<file path="src/rtl/axil_pkg.sv">
// Shared AXI-Lite definitions: response codes
// and the command-master FSM state encoding.
package axil_pkg;

  localparam logic [1:0] RESP_OKAY   = 2'b00;
  localparam logic [1:0] RESP_EXOKAY = 2'b01;
  localparam logic [1:0] RESP_SLVERR = 2'b10;
  localparam logic [1:0] RESP_DECERR = 2'b11;

  typedef enum logic [2:0] {
    IDLE,
    WR_ADDR_DATA,
    WR_RESP,
    RD_ADDR,
    RD_DATA,
    RSP
  } state_t;

endpackage

</file>
<file path="src/rtl/axil_cmd_master.sv">
// Single-command AXI-Lite master with a per-phase
// timeout. Ports: cmd_* in, rsp_* out, m_axi_* bus.
module axil_cmd_master
  import axil_pkg::*;
#(
  parameter int DATA_WIDTH     = 32,
  parameter int ADDR_WIDTH     = 4,
  parameter int TIMEOUT_CYCLES = 255
) (
  input  logic                    clk,
  input  logic                    reset,
  input  logic                    cmd_valid,
  output logic                    cmd_ready,
  input  logic                    cmd_write,
  input  logic [ADDR_WIDTH-1:0]   cmd_addr,
  input  logic [DATA_WIDTH-1:0]   cmd_data,
  input  logic [DATA_WIDTH/8-1:0] cmd_strb,
  output logic                    rsp_valid,
  input  logic                    rsp_ready,
  output logic [DATA_WIDTH-1:0]   rsp_data,
  output logic [1:0]              rsp_resp,
  output logic                    rsp_timeout,
  output logic                    m_axi_aw_valid,
  input  logic                    m_axi_aw_ready,
  output logic [ADDR_WIDTH-1:0]   m_axi_aw_addr,
  output logic [2:0]              m_axi_aw_prot,
  output logic                    m_axi_w_valid,
  input  logic                    m_axi_w_ready,
  output logic [DATA_WIDTH-1:0]   m_axi_w_data,
  output logic [DATA_WIDTH/8-1:0] m_axi_w_strb,
  input  logic                    m_axi_b_valid,
  output logic                    m_axi_b_ready,
  input  logic [1:0]              m_axi_b_resp,
  output logic                    m_axi_ar_valid,
  input  logic                    m_axi_ar_ready,
  output logic [ADDR_WIDTH-1:0]   m_axi_ar_addr,
  output logic [2:0]              m_axi_ar_prot,
  input  logic                    m_axi_r_valid,
  output logic                    m_axi_r_ready,
  input  logic [DATA_WIDTH-1:0]   m_axi_r_data,
  input  logic [1:0]              m_axi_r_resp
);

  localparam int SW = DATA_WIDTH / 8;
  // Counter holds cycles already spent in the
  // phase, so the last allowed cycle is N-1.
  localparam logic [15:0] TO_LAST =
    16'(TIMEOUT_CYCLES - 1);

  state_t r_state;
  state_t w_state_nxt;

  logic [15:0]           r_cnt;
  logic                  r_aw_done;
  logic                  r_w_done;
  logic [ADDR_WIDTH-1:0] r_addr;
  logic [DATA_WIDTH-1:0] r_data;
  logic [SW-1:0]         r_strb;
  logic [DATA_WIDTH-1:0] r_rsp_data;
  logic [1:0]            r_rsp_resp;
  logic                  r_rsp_to;

  logic w_aw_hs, w_w_hs, w_b_hs;
  logic w_ar_hs, w_r_hs;
  logic w_to, w_abort;

  assign cmd_ready      = (r_state == IDLE);
  assign m_axi_aw_valid =
    (r_state == WR_ADDR_DATA) && !r_aw_done;
  assign m_axi_w_valid  =
    (r_state == WR_ADDR_DATA) && !r_w_done;
  assign m_axi_b_ready  = (r_state == WR_RESP);
  assign m_axi_ar_valid = (r_state == RD_ADDR);
  assign m_axi_r_ready  = (r_state == RD_DATA);
  assign rsp_valid      = (r_state == RSP);

  assign m_axi_aw_addr = r_addr;
  assign m_axi_ar_addr = r_addr;
  assign m_axi_w_data  = r_data;
  assign m_axi_w_strb  = r_strb;
  assign m_axi_aw_prot = 3'b000;
  assign m_axi_ar_prot = 3'b000;
  assign rsp_data      = r_rsp_data;
  assign rsp_resp      = r_rsp_resp;
  assign rsp_timeout   = r_rsp_to;

  assign w_aw_hs = m_axi_aw_valid && m_axi_aw_ready;
  assign w_w_hs  = m_axi_w_valid && m_axi_w_ready;
  assign w_b_hs  = m_axi_b_valid && m_axi_b_ready;
  assign w_ar_hs = m_axi_ar_valid && m_axi_ar_ready;
  assign w_r_hs  = m_axi_r_valid && m_axi_r_ready;
  assign w_to    = (r_cnt == TO_LAST);

  always_ff @(posedge clk) begin
    if (reset) r_state <= IDLE;
    else       r_state <= w_state_nxt;
  end

  // Completing handshakes are tested before the
  // timeout so a late handshake still wins.
  always_comb begin
    w_state_nxt = r_state;
    w_abort     = 1'b0;
    unique case (r_state)
      IDLE:
        if (cmd_valid)
          w_state_nxt = cmd_write ? WR_ADDR_DATA
                                  : RD_ADDR;
      WR_ADDR_DATA:
        if ((r_aw_done || w_aw_hs) &&
            (r_w_done || w_w_hs))
          w_state_nxt = WR_RESP;
        else if (w_to) begin
          w_state_nxt = RSP;
          w_abort     = 1'b1;
        end
      WR_RESP:
        if (w_b_hs) w_state_nxt = RSP;
        else if (w_to) begin
          w_state_nxt = RSP;
          w_abort     = 1'b1;
        end
      RD_ADDR:
        if (w_ar_hs) w_state_nxt = RD_DATA;
        else if (w_to) begin
          w_state_nxt = RSP;
          w_abort     = 1'b1;
        end
      RD_DATA:
        if (w_r_hs) w_state_nxt = RSP;
        else if (w_to) begin
          w_state_nxt = RSP;
          w_abort     = 1'b1;
        end
      RSP:
        if (rsp_ready) w_state_nxt = IDLE;
      default: w_state_nxt = IDLE;
    endcase
  end

  always_ff @(posedge clk) begin
    if (reset) begin
      r_cnt      <= '0;
      r_aw_done  <= 1'b0;
      r_w_done   <= 1'b0;
      r_addr     <= '0;
      r_data     <= '0;
      r_strb     <= '0;
      r_rsp_data <= '0;
      r_rsp_resp <= '0;
      r_rsp_to   <= 1'b0;
    end else begin
      if (w_state_nxt != r_state)
        r_cnt <= '0;
      else if (r_cnt != 16'hFFFF)
        r_cnt <= r_cnt + 16'd1;

      if (w_state_nxt != WR_ADDR_DATA) begin
        r_aw_done <= 1'b0;
        r_w_done  <= 1'b0;
      end else begin
        if (w_aw_hs) r_aw_done <= 1'b1;
        if (w_w_hs)  r_w_done  <= 1'b1;
      end

      if (cmd_valid && cmd_ready) begin
        r_addr <= cmd_addr;
        r_data <= cmd_data;
        r_strb <= cmd_strb;
      end

      if (w_abort) begin
        r_rsp_data <= '0;
        r_rsp_resp <= RESP_SLVERR;
        r_rsp_to   <= 1'b1;
      end else if (w_b_hs) begin
        r_rsp_data <= '0;
        r_rsp_resp <= m_axi_b_resp;
        r_rsp_to   <= 1'b0;
      end else if (w_r_hs) begin
        r_rsp_data <= m_axi_r_data;
        r_rsp_resp <= m_axi_r_resp;
        r_rsp_to   <= 1'b0;
      end
    end
  end

endmodule

</file>
<file path="config.mk">
export PLATFORM = sky130hd
export DESIGN_NAME = axil_cmd_master
export DESIGN_NICKNAME = d
export VERILOG_FILES = /design/src/rtl/axil_pkg.sv /design/src/rtl/axil_cmd_master.sv
export SDC_FILE = /design/constraint.sdc
export NUM_CORES = 1
export LEC_CHECK = 0
export ABC_AREA = 1
export CAP_MARGIN = 20
export CORE_MARGIN = 3
export CORE_UTILIZATION = 50
export DETAILED_ROUTE_END_ITERATION = 8
export DONT_BUFFER_PORTS = 1
export GPL_ROUTABILITY_DRIVEN = 0
export PLACE_DENSITY_LB_ADDON = 0.08
export SLEW_MARGIN = 25
export SYNTH_ARGS = -nofsm -noshare
export SYNTH_HDL_FRONTEND = slang
export SYNTH_SLANG_ARGS = --single-unit
</file>
<file path="constraint.sdc">
create_clock -name clk -period 1.6 [get_ports clk]
set_input_delay 0.32 -clock clk [delete_from_list [all_inputs] [get_ports clk]]
set_output_delay 0.32 -clock clk [all_outputs]
set_load 0.005 [all_outputs]
</file>
==> results.txt <==
Start point of the critical path -> r_state[0]$_SDFF_PP0_
Leakage -> 2.336 nW
DRT antenna net count -> 0
Place WS -> -0.1591 ns
Final min period -> 1.759 ns
Setup CP Type -> reg -> reg
Count leader, synth -> nor2_1
Primary FF master, synth -> dfxtp_1
Post-synthesis sequential area ratio -> 44.99%
Reg2Reg Setup Slack -> -0.16 ns
Final nets -> 723
Die W -> 98.43 um
Number of global-route vias before repair -> 3,753
Drt first pass iters -> 5
CTS tree -> yes
Initial core utilization -> 51.73%
Routed WL -> 11.81 mm
Synth top cells by count -> nor2_1 (127), nand2_1 (111), dfxtp_1 (96)
Max Clock Skew -> 0.01493 ns
Worst-skew pair later-pin latency -> 0.36 ns
Pins Over Slew Limit -> 0
HPWL Detailed -> 7.759 mm
Area of the multi-input gates -> 2509 sq um
Clock root buffer -> clkbuf_8
Pwr/cell area -> 1222 nW/um^2
Total GRT Usage -> 21.98%
# rows -> 33
Antenna Diode Count -> 0
Placed cell area -> 4842 sq um
Reg area -> 1942 sq um
Post-route worst setup slack -> -0.1589 ns
Die span in y -> 98.43 um
Cells after Synth -> 564
Total gr overflow -> 0
Register bit total from synthesis -> 96
Critical path arrival -> 2.04 ns
Number of port buffers -> 0
CP max FO -> 8
Yosys top cell area share -> 44.99%
RSZ-0062 raised after global routing -> yes
Htree depth -> 3
Netlist Area Pre-Place -> 4272 sq um
Worst Path Required -> 1.88 ns
Synth warn -> 0
Critical Path Sink -> r_cnt[8]$_SDFFE_PP0P_
I/O pin cnt -> 178
Worst VDD drop -> 0.7859 mV
Share of cells above drive strength 1 -> 37.81%
Capturing point of the worst reg2reg path -> r_cnt[8]$_SDFFE_PP0P_
# fillers -> 643
1st-iter DRT viols -> 149
Die area -> 9688 sq um
Layout area overhead -> 36.47%
FFs w/ async S/R, synth -> 0%
Core region area -> 8258 sq um
Reg clk slew, reported paths -> 0.10 ns
RR Startpoint -> r_state[0]$_SDFF_PP0_
Fin util -> 70.59%
Post-synth cell types -> 34
Largest net degree at the start of global routing -> 42
Setup_tns -> -4.644 ns
CTS Buf Count -> 9
Global-route wire length before repair -> 17.60 mm
Total power -> 0.007123 W
Final period util -> 109.9%
Post-synthesis area per instance -> 7.574 sq um
Routed vias -> 3,920
Critical Path Start Type -> flip-flop
Top post-synthesis cells by area -> dfxtp_1 (45%), nor2_1 (11%), nand2_1 (9.8%)
Clock sink count -> 96
Max Buffers Root-to-Sink -> 2
Status -> complete, but fails checks
Final setup fails -> 55
Initial antenna violation count -> 0
Post-Layout Inst Area -> 5829 sq um
Failing checks -> setup timing
Hold Vio Cnt, Final -> 0
Vias per cell -> 5.262
DRC -> 0
Max_cap viols -> 0
CP endpoint kind -> flip-flop
Reg2Reg Depth -> 11
Achievable Freq -> 568.5 MHz
EDFF count, synth -> 0
Wire per inst -> 15.85 um
Worst Hold Class -> in -> reg
Area leader, netlist -> dfxtp_1
==> cells in the final DEF, fill, tap and decap left out, drive strengths merged <==
master	count
dlygate4sd3	1
o22ai	1
nand4	5
o221ai	2
nand3	20
nand2	116
o211ai	1
clkbuf	13
o21ai	42
nand3b	1
bufinv	1
inv	31
nor3	24
o21bai	2
mux2	1
a21oi	45
xnor2	1
ha	2
clkinv	2
clkinvlp	2
dfxtp	96
xor2	9
conb	6
nor2	129
buf	87
==> kinds of logic (layout without fill, tap and decap cells) <==
logic type	after synthesis	in the layout	synth area share (%)
AOI/OAI and AO/OA	93	93	14.09
xor gates and xnor gates	10	10	2.051
adders and majority gates	2	2	0.5857
buffers and inverters	66	137	7.732
DFF	96	96	44.99
muxes	1	1	0.2636
other	1	6	0.08779
and+or+nand+nor	295	295	30.20
==> flip-flops by register name (all words and copies together), names as in the netlist <==
name / count
m_axi_w_data: 32
r_cnt: 16
r_aw_done: 1
m_axi_ar_addr: 4
rsp_timeout: 1
rsp_data: 32
r_state: 3
rsp_resp: 2
m_axi_w_strb: 4
r_w_done: 1
==> worst min path at each step <==
stage,start,endpoint,cells after the start
6_report,reset,rsp_timeout$_SDFFE_PP0P_,1
5_1_grt,reset,rsp_timeout$_SDFFE_PP0P_,1
4_1_cts,reset,r_state[2]$_SDFF_PP0_,1
3_5_place_dp,reset,r_state[2]$_SDFF_PP0_,1
3_3_place_gp,reset,r_state[2]$_SDFF_PP0_,1
2_1_floorplan,reset,r_state[1]$_SDFF_PP0_,1
==> through the flow <==
stage	hold slack (ns)	instances
after global routing	0.002504	745
after CTS	0.001182	732
after floorplan	0.3850	569
final	0.01539	745
after global placement	0.3884	712
after detailed placement	0.3885	712
==> what timing repair did <==
| item | 4_1_cts | 5_1_grt |
|---|---|---|
| hold buffers | 0 | 1 |
| cloned | 2 | 2 |
| pin swaps | 24 | 44 |
| endpoints found under the setup margin | 59 | 97 |
| setup buffers | 2 | 10 |
| endpoints found under the hold margin | 0 | 2 |
| gates resized for setup | 49 | 97 |
==> area by class of cell <==
type,count,area share (%)
repair buffers,90,15.65
clock buffers,11,2.254
clock inverters,5,1.116
well taps,105,2.254
multi-input cells,407,43.04
flip-flops and latches,96,33.31
inverters,31,2.382
==> critical path, stage by stage (launching register included) <==
cell	delay (ns)
dfxtp_4	0.38
buf_6	0.14
nor3_4	0.25
nand2_4	0.09
nand2_2	0.07
nand2_2	0.07
nand2_4	0.10
nor2_4	0.05
nand2_2	0.10
nand2_4	0.09
buf_12	0.17
nor3_4	0.17
==> power by group <==
group	internal, W	leakage, nW	total (W)	switching, W
Clock	0.000738	0.0917	0.00159	0.000853
Combinational	0.00112	1.46	0.00258	0.00147
Sequential	0.00270	0.789	0.00295	0.000251
Total	0.00455	2.34	0.00712	0.00257
==> per-layer routing <==
layer / track usage [%] / routed length, um
met2: 36.14 / 5977
met4: 6.303 / 207
met1: 27.50 / 4677
met5: 0 / 0
met3: 7.502 / 949
Note: power is estimated with default switching activity, not from simulation.
